### src/rtl/dmtd_pkg.sv
// Shared types and constants for the DMTD phase meter.
//   dg_state_t       : deglitch state of one sampled channel (LOW/HIGH)
//   SYNC_STAGES_SIM  : synchronizer depth used in simulation builds
//   SYNC_STAGES_HW   : synchronizer depth used in hardware builds
package dmtd_pkg;

    typedef enum logic {
        LOW  = 1'b0,
        HIGH = 1'b1
    } dg_state_t;

    localparam int unsigned SYNC_STAGES_SIM = 2;
    localparam int unsigned SYNC_STAGES_HW  = 3;

endpackage

### src/rtl/dmtd_deglitch.sv
// One DMTD channel: synchronizes an asynchronous clock input into the helper
// domain, deglitches the resulting beat waveform and reports accepted rising
// edges together with the timestamp of the first 1 of the accepted run.
// Ports:
//   clkdmtd   in   helper clock
//   rstn      in   synchronous active-low reset
//   din       in   asynchronous input (clka or clkb)
//   stableval in   required run length; 0 behaves as 1
//   ts        in   free-running timestamp from the top level
//   rise      out  one-cycle pulse per accepted rising edge
//   rise_ts   out  timestamp of the accepted edge (valid with rise)
module dmtd_deglitch
    import dmtd_pkg::*;
#(
    parameter int unsigned STAGES = SYNC_STAGES_HW,
    parameter int unsigned TSW    = 14
) (
    input  logic            clkdmtd,
    input  logic            rstn,
    input  logic            din,
    input  logic [31:0]     stableval,
    input  logic [TSW-1:0]  ts,
    output logic            rise,
    output logic [TSW-1:0]  rise_ts
);

    logic [STAGES-1:0] sync;
    logic              samp;
    logic              samp_prev;
    logic [31:0]       run_cnt;
    logic [TSW-1:0]    run_start;
    dg_state_t         state;

    logic              changed;
    logic [31:0]       run_len;
    logic [31:0]       thresh;
    logic              stable;
    logic [TSW-1:0]    start_now;

    assign samp = sync[STAGES-1];

    // run_len counts the current cycle, so a fresh run is length 1 on the
    // very cycle its first sample appears; the counter saturates.
    always_comb begin
        changed   = (samp != samp_prev);
        run_len   = changed ? 32'd1 :
                    ((run_cnt == '1) ? run_cnt : run_cnt + 32'd1);
        thresh    = (stableval == '0) ? 32'd1 : stableval;
        stable    = (run_len >= thresh);
        start_now = changed ? ts : run_start;
    end

    always_ff @(posedge clkdmtd) begin
        if (!rstn) begin
            sync      <= '0;
            samp_prev <= 1'b0;
            run_cnt   <= '0;
            run_start <= '0;
            state     <= LOW;
            rise      <= 1'b0;
            rise_ts   <= '0;
        end else begin
            sync      <= {sync[STAGES-2:0], din};
            samp_prev <= samp;
            run_cnt   <= run_len;
            run_start <= start_now;
            rise      <= 1'b0;
            case (state)
                LOW: begin
                    if (samp && stable) begin
                        state   <= HIGH;
                        rise    <= 1'b1;
                        rise_ts <= start_now;
                    end
                end
                HIGH: begin
                    if (!samp && stable) begin
                        state <= LOW;
                    end
                end
                default: state <= LOW;
            endcase
        end
    end

endmodule

### src/rtl/dmtd_phase_meter.sv
// DMTD phase meter: measures, in helper-clock cycles, the delay from the
// deglitched a-beat rising edge to the following b-beat rising edge.
// Optional feature macro: DMTD_PERIOD_EN (adds a-beat period measurement).
// Ports:
//   clkdmtd     in   helper sampling clock (only clock)
//   rstn        in   synchronous active-low reset
//   clka, clkb  in   reference / measured clocks, sampled as data
//   stableval   in   deglitch run length in helper cycles (0 behaves as 1)
//   phaseab     out  last a-to-b delay, zero-extended from FOFFSETWIDTH
//   stb_phaseab out  one-cycle strobe when phaseab updates
//   period      out  (DMTD_PERIOD_EN) last a-to-a interval, zero-extended
//   stb_period  out  (DMTD_PERIOD_EN) one-cycle strobe when period updates
module dmtd_phase_meter
    import dmtd_pkg::*;
#(
    parameter int          SIM          = 0,
    parameter int unsigned FOFFSETWIDTH = 14
) (
    input  logic        clkdmtd,
    input  logic        rstn,
    input  logic        clka,
    input  logic        clkb,
    input  logic [31:0] stableval,
    output logic [31:0] phaseab,
    output logic        stb_phaseab
`ifdef DMTD_PERIOD_EN
    ,
    output logic [31:0] period,
    output logic        stb_period
`endif
);

    localparam int unsigned STAGES = (SIM != 0) ? SYNC_STAGES_SIM : SYNC_STAGES_HW;

    logic [FOFFSETWIDTH-1:0] ts;
    logic [FOFFSETWIDTH-1:0] ta;
    logic                    armed;
    logic                    rise_a, rise_b;
    logic [FOFFSETWIDTH-1:0] ts_a, ts_b;
    logic [FOFFSETWIDTH-1:0] ta_eff;
    logic [FOFFSETWIDTH-1:0] phase_diff;

    dmtd_deglitch #(.STAGES(STAGES), .TSW(FOFFSETWIDTH)) u_dg_a (
        .clkdmtd   (clkdmtd),
        .rstn      (rstn),
        .din       (clka),
        .stableval (stableval),
        .ts        (ts),
        .rise      (rise_a),
        .rise_ts   (ts_a)
    );

    dmtd_deglitch #(.STAGES(STAGES), .TSW(FOFFSETWIDTH)) u_dg_b (
        .clkdmtd   (clkdmtd),
        .rstn      (rstn),
        .din       (clkb),
        .stableval (stableval),
        .ts        (ts),
        .rise      (rise_b),
        .rise_ts   (ts_b)
    );

    // Same-cycle a and b edges: the new a timestamp is used directly.
    always_comb begin
        ta_eff     = rise_a ? ts_a : ta;
        phase_diff = ts_b - ta_eff;
    end

    always_ff @(posedge clkdmtd) begin
        if (!rstn) begin
            ts          <= '0;
            ta          <= '0;
            armed       <= 1'b0;
            phaseab     <= '0;
            stb_phaseab <= 1'b0;
        end else begin
            ts          <= ts + FOFFSETWIDTH'(1);
            stb_phaseab <= 1'b0;
            if (rise_a) begin
                ta    <= ts_a;
                armed <= 1'b1;
            end
            // Placed after the a-edge update so disarming wins on a tie.
            if (rise_b && (armed || rise_a)) begin
                phaseab     <= 32'(phase_diff);
                stb_phaseab <= 1'b1;
                armed       <= 1'b0;
            end
        end
    end

`ifdef DMTD_PERIOD_EN
    logic have_a;

    always_ff @(posedge clkdmtd) begin
        if (!rstn) begin
            have_a     <= 1'b0;
            period     <= '0;
            stb_period <= 1'b0;
        end else begin
            stb_period <= 1'b0;
            if (rise_a) begin
                have_a <= 1'b1;
                if (have_a) begin
                    period     <= 32'(ts_a - ta);
                    stb_period <= 1'b1;
                end
            end
        end
    end
`endif

endmodule

### config.mk
export PLATFORM = sky130hd
export DESIGN_NAME = dmtd_phase_meter
export DESIGN_NICKNAME = d
export VERILOG_FILES = /design/src/rtl/dmtd_pkg.sv /design/src/rtl/dmtd_deglitch.sv /design/src/rtl/dmtd_phase_meter.sv
export SDC_FILE = /design/constraint.sdc
export NUM_CORES = 1
export LEC_CHECK = 0
export CORE_AREA = 2 2 178 180
export CTS_BUF_LIST = sky130_fd_sc_hd__clkbuf_8 sky130_fd_sc_hd__clkbuf_16
export CTS_CLUSTER_DIAMETER = 30
export DETAILED_ROUTE_END_ITERATION = 10
export DIE_AREA = 0 0 180 182
export GPL_ROUTABILITY_DRIVEN = 0
export GPL_TIMING_DRIVEN = 0
export HOLD_SLACK_MARGIN = 0.05
export PLACE_DENSITY = 0.55
export SYNTH_ARGS = -nofsm -noshare
export SYNTH_HDL_FRONTEND = slang
export SYNTH_SLANG_ARGS = --single-unit
### constraint.sdc
create_clock -name clkdmtd -period 7.2 [get_ports clkdmtd]
set_clock_uncertainty 0.2 [all_clocks]
set_input_delay 1.44 -clock clkdmtd [delete_from_list [all_inputs] [get_ports clkdmtd]]
set_output_delay 1.44 -clock clkdmtd [all_outputs]
set_load 0.03 [all_outputs]
==> results of run 1 <==
[Yosys cell counts (all sizes together), types with 3 or more instances]
cell and count:
a211o 3, a211oi 3, a21o 12, a21oi 60, a31oi 5, and2 39
and3 14, and4 6, buf 27, clkbuf 34, dfxtp 176, ha 80
inv 46, mux2 30, mux2i 17, nand2 105, nand2b 7, nand3 51
nand4 39, nor2 191, nor3 16, nor4 10, o211ai 4, o21ai 30
o31ai 4, or2 3, or3 3, xnor2 32, xor2 48
[state kept, by name, summed over array words and instances (netlist names), named ones only]
signal            count
armed                 1
phaseab              14
stb_phaseab           1
ta                   14
ts                   14
u_dg_a.rise           1
u_dg_a.rise_ts       14
u_dg_a.run_cnt       32
u_dg_a.run_start     14
u_dg_a.samp_prev      1
u_dg_a.sync           3
u_dg_b.rise           1
u_dg_b.rise_ts       14
u_dg_b.run_cnt       32
u_dg_b.run_start     14
u_dg_b.samp_prev      1
u_dg_b.sync           3
[cell families after synthesis]
kind of cell | synth area share
AND/OR/NAND/NOR | 0.246
flip-flops | 0.372
adder cells (fa/ha/maj) | 0.108
AO/OA/AOI/OAI | 0.0879
multiplexers | 0.0576
other | 0.000396
XOR/XNOR | 0.0740
buffers and inverters | 0.0535
[stage by stage]
stage,hold WS [ns],worst slack [ns]
after floorplan,0.211,3.09
after global placement,0.216,1.82
after detailed placement,0.222,1.81
after CTS,0.237,2.27
after global routing,0.249,2.13
final,0.232,2.36
[metal layers]
layer  wire length [microns]  vias up
li1                        -     3964
met1                   11800     3491
met3                     494       21
met4                     310        0
met2                   10300       95
met5                       0        -
[power by group through the flow]
stage,Combinational [mW],Sequential [mW],Clock [mW]
2_1_floorplan,0.0846,1.01,0
3_3_place_gp,0.135,1.01,0
3_5_place_dp,0.137,1.01,0
4_1_cts,0.137,0.984,0.998
5_1_grt,0.152,0.985,1.04
6_report,0.136,0.985,0.976
[critical path: stages]
cell             delay [ns]
clkdlybuf4s50_1        0.47
nor4_1                 0.48
nand4_1                0.18
o21bai_1               0.28
ha_1                   0.28
nand2b_1               0.14
a211oi_1               0.24
o21bai_1               0.09
a211o_1                0.31
a41oi_2                0.29
or3b_1                 0.18
buf_6                  0.12
buf_12                 0.15
mux2_4                 0.31
[path summary, 6_finish.rpt]
kind                                  start                         endpoint
setup / recovery              stableval[24]  u_dg_a.rise_ts[12]$_SDFFE_PN0P_
hold / removal                    flip-flop           u_dg_a.rise$_SDFF_PP0_
setup reg to reg  u_dg_a.sync[2]$_SDFF_PN0_  u_dg_a.rise_ts[12]$_SDFFE_PN0P_
hold reg to reg                   flip-flop           u_dg_a.rise$_SDFF_PP0_
[layout make-up]
| class | count | area (sq um) | share of cell area |
|---|---|---|---|
| multi-input cells | 855 | 5500 | 0.493 |
| flip-flops and latches | 176 | 3520 | 0.316 |
| well taps | 402 | 503 | 0.0451 |
| repair buffers | 50 | 500 | 0.0449 |
| clock buffers | 21 | 480 | 0.0431 |
| plain buffers | 61 | 330 | 0.0296 |
| inverters | 47 | 176 | 0.0158 |
| clock inverters | 11 | 141 | 0.0127 |
==> results.yml, run 1 <==
outcome:
  status: "finished, final reports clean"
pwr:
  pwr_density_cell_nw_per_um2: 188
  pwr-share-seq: 0.470
  clockPowerShare: 0.466
  vdd_drop_max_uv: 166
  switchingPower_uw: 509
  combPwrFrac: 0.065
  intPower_mw: 1.59
  cellLeakagePower_nw: 4.66
  p_total_mw: 2.10
  p_sw_frac: 0.243
grt:
  met2_usage: 0.234
  grt_first_pass_wirelength_microns: 37700
  grt_pass1_vias: 7276
  gr-max-usage-layer: "met2"
  grt_util_all_layers: 0.143
  met3_usage: 0.0243
  grt-ovfl-total: 0
  use_met1: 0.194
  grt_max_degree: 17
  antenna_found_initial: 1
worst_setup_path:
  worstSetupStartpointType: "input port"
  rrSetupSlack_ns: 2.51
  crit_arrival_ns: 4.97
  ff2ff_path_depth: 12
  critPathKind: "in -> reg"
  critPathCaptureType: "flip-flop"
  crit_path_max_fanout: 10
  worst_ep_required_time_ns: 7.32
die:
  rows: 65
  fp.dieW_microns: 180
  dieArea_sq_um: 32800
  boundaryPins: 69
  core_area_sq_um: 31000
  die_y_microns: 182
  start_util: 0.305
flow_run:
  drv_cap: 0
final_layout:
  antenna_cells: 0
  layout_common_cells: "nor2_1 (191), dfxtp_1 (176), nand2_1 (105)"
  layout_commonest_cell: "nor2_1"
  finalInstanceArea_sq_um: 11200
  final_cells: 1623
  drive_above_1_share: 0.0794
  utilization: 0.360
  nFillCells: 3190
  areaGrowthSynthToFinish_pct: 17.8
  nets: 1325
timing:
  final_max_slew_viol_count: 0
  max_freq_ghz: 0.206
  fin_crit_sh: 0.673
  relSlewSlack: 0.431
  hold_violations: 0
  setup_viol: 0
  worst_pin_slew_ns: 0.850
  tns_ns: 0
  grt_setup_unrepaired: "no"
  period_minus_slack_ns: 4.84
logic_synthesis:
  synth_top_area_cell: "dfxtp_1"
  async_reset_ff_frac: 0
  synth_top_flop_cell: "dfxtp_1"
  yosysSeqAreaShare: 0.372
  synth_warnings: 0
  synth_top_cell_area_share: 0.372
  synth_edf_count: 0
  synthDistinctLibCells: 63
  synth_cells: 1122
  synth.avg_cell_area_sq_um: 8.44
  synth_area_leaders: "dfxtp_1 (37%), ha_1 (11%), nor2_1 (7.6%), xor2_1 (4.4%), nand2_1 (4.2%)"
  synth_area_sq_um: 9460
  synth.ff_latch_count: 176
clock_network:
  postCtsSetupBuffers: 0
  cts_inserted_buffers: 17
  cts_tree: "yes"
  root_buffer: "clkbuf_16"
  cts_num_sinks: 176
  cts_resized: 0
  htree_levels: 4
  clk_pin_slew_ns: 0.07
  cts.path.max_buffers: 2
  clk_latency_ns: 0.44
  cts_hold_buf: 0
drt:
  routed_via_density: 4.66
  drc: 0
  wl_per_cell_microns: 14.1
  first_pass_iters: 4
  wl_microns: 22900
  vias: 7571
  drt-initial-drc-count: 307
  ant_nets: 0
worst_hold_path:
  hold_path.class: "reg -> reg"
  holdPathStages: 1
placed_design:
  placedInstanceArea_sq_um: 10500
  place_hpwl_microns: 18100
  io_buffers: 50
  placedCellCount: 1591
No activity file was read; power rests on OpenSTA's default activity.
==> inputs of run 2 (changes only) <==
clock period = 5 ns   (was 7.2 ns; I/O delays follow)
==> run 2 against run 1 <==
- wire length hardly changed
- final area is 0.12% higher
- sequential power is 44% higher
- clock-buffer cell count stayed put
- register-to-register slack worse by 2.1 ns
- final cell count stayed put
- critical path depth stayed put
==> results.yml, run 2 (synthesized netlist as in run 1, its figures left out) <==
die:
  boundaryPins: 69
  die_y_microns: 182
  core_area_sq_um: 31000
  rows: 65
  start_util: 0.305
  fp.dieW_microns: 180
  dieArea_sq_um: 32800
drt:
  routed_via_density: 4.65
  wl_microns: 22900
  ant_nets: 0
  wl_per_cell_microns: 14.1
  first_pass_iters: 4
  drc: 0
  vias: 7552
  drt-initial-drc-count: 343
clock_network:
  postCtsSetupBuffers: 0
  root_buffer: "clkbuf_16"
  cts_resized: 0
  cts.path.max_buffers: 2
  cts_tree: "yes"
  cts_hold_buf: 0
  cts_inserted_buffers: 17
  clk_latency_ns: 0.44
  clk_pin_slew_ns: 0.07
  cts_num_sinks: 176
  htree_levels: 4
grt:
  grt_pass1_vias: 7276
  grt_util_all_layers: 0.143
  grt_max_degree: 17
  antenna_found_initial: 1
  grt_first_pass_wirelength_microns: 37700
  grt-ovfl-total: 0
timing:
  setup_viol: 0
  holdWs_ns: 0.233
  worst_pin_slew_ns: 0.773
  relSlewSlack: 0.483
  max_freq_ghz: 0.218
  period_minus_slack_ns: 4.60
  fin_crit_sh: 0.919
  final_max_slew_viol_count: 0
  grt_setup_unrepaired: "yes"
  hold_violations: 0
pwr:
  switchingPower_uw: 733
  cellLeakagePower_nw: 4.67
  p_sw_frac: 0.243
  intPower_mw: 2.29
  combPwrFrac: 0.065
  pwr_density_cell_nw_per_um2: 270
  pwr-share-seq: 0.470
  vdd_drop_max_uv: 240
  clockPowerShare: 0.465
final_layout:
  utilization: 0.360
  top_regs: "u_dg_a.run_cnt (32), u_dg_b.run_cnt (32)"
  areaGrowthSynthToFinish_pct: 18.0
  layout_commonest_cell: "nor2_1"
  nets: 1325
  drive_above_1_share: 0.0803
  nFillCells: 3190
  finalInstanceArea_sq_um: 11200
  layout_common_cells: "nor2_1 (191), dfxtp_1 (176), nand2_1 (105)"
  multiInputGateArea_sq_um: 5510
  seq_area_sq_um: 3520
  final_cells: 1623
  antenna_cells: 0
placed_design:
  placedCellCount: 1591
  placedInstanceArea_sq_um: 10500
  io_buffers: 50
  place_hpwl_microns: 18100
worst_setup_path:
  critPathCaptureType: "flip-flop"
  path_cells: "xor2_1 -> clkbuf_1 -> buf_1 -> nor2_1 -> ha_1 -> o21a_1 -> a21oi_1 -> a21o_1 -> a211o_1 -> o211ai_2 -> and3b_1 -> buf_2 -> buf_6 -> mux2_2"
  rrSetupSlack_ns: 0.40
  max_stage_delay_ns: 0.64
  crit_arrival_ns: 4.72
  crit_buf_inv: 4
  cpMaxStageDelayCell: "xor2_1"
  critPathKind: "reg -> reg"
  worst_ep_required_time_ns: 5.13
  crit_path_max_fanout: 10
  worstSetupStartpointType: "flip-flop"
  path_delay_family: "buffers and inverters"
flow_run:
  drv_cap: 0
outcome:
  status: "finished, final reports clean"
worst_hold_path:
  hold_path.class: "reg -> reg"
## run 2: cell counts in the layout (fill, tap and decap cells not counted)
No cell type changed its count.
## run 2: area by class of cell
type	count	area share
clock inverter	11	0.0127
clock buffer	21	0.0430
tap	402	0.0450
inverter	47	0.0158
buffer	61	0.0296
sequential	176	0.316
timing repair buffer	50	0.0448
multi-input combinational	855	0.494
## run 2: layer usage
metal / track usage / wire length, microns / vias to the layer above
li1: - / - / 3962
met1: 0.194 / 11800 / 3477
met2: 0.234 / 10300 / 91
met3: 0.0243 / 490 / 22
met4: 0.0420 / 308 / 0
met5: 0 / 0 / -
## run 2: stage by stage
stage	worst slack (ns)	setup TNS, ns	total power [mW]
after floorplan	1.12	0	1.57
after global placement	0.0563	0	1.64
after detailed placement	0.0525	0	1.65
after CTS	0.215	0	3.05
after global routing	-0.00179	-0.00179	3.13
final	0.404	0	3.02
## run 2: worst paths after layout
kind,startpoint,endpoint,depth (start not counted)
worst max-delay path,u_dg_b.sync[2]$_SDFF_PN0_,u_dg_b.rise_ts[6]$_SDFFE_PN0P_,14
worst min-delay path,flip-flop,u_dg_a.rise$_SDFF_PP0_,1
worst max register to register,u_dg_b.sync[2]$_SDFF_PN0_,u_dg_b.rise_ts[6]$_SDFFE_PN0P_,14
worst min register to register,flip-flop,u_dg_a.rise$_SDFF_PP0_,1
## run 2: power by group through the flow
stage          Clock [mW]  Combinational (mW)  Sequential (mW)
2_1_floorplan           0               0.122             1.45
3_3_place_gp            0               0.195             1.45
3_5_place_dp            0               0.197             1.45
4_1_cts              1.44               0.198             1.42
5_1_grt              1.50               0.220             1.42
6_report             1.41               0.196             1.42
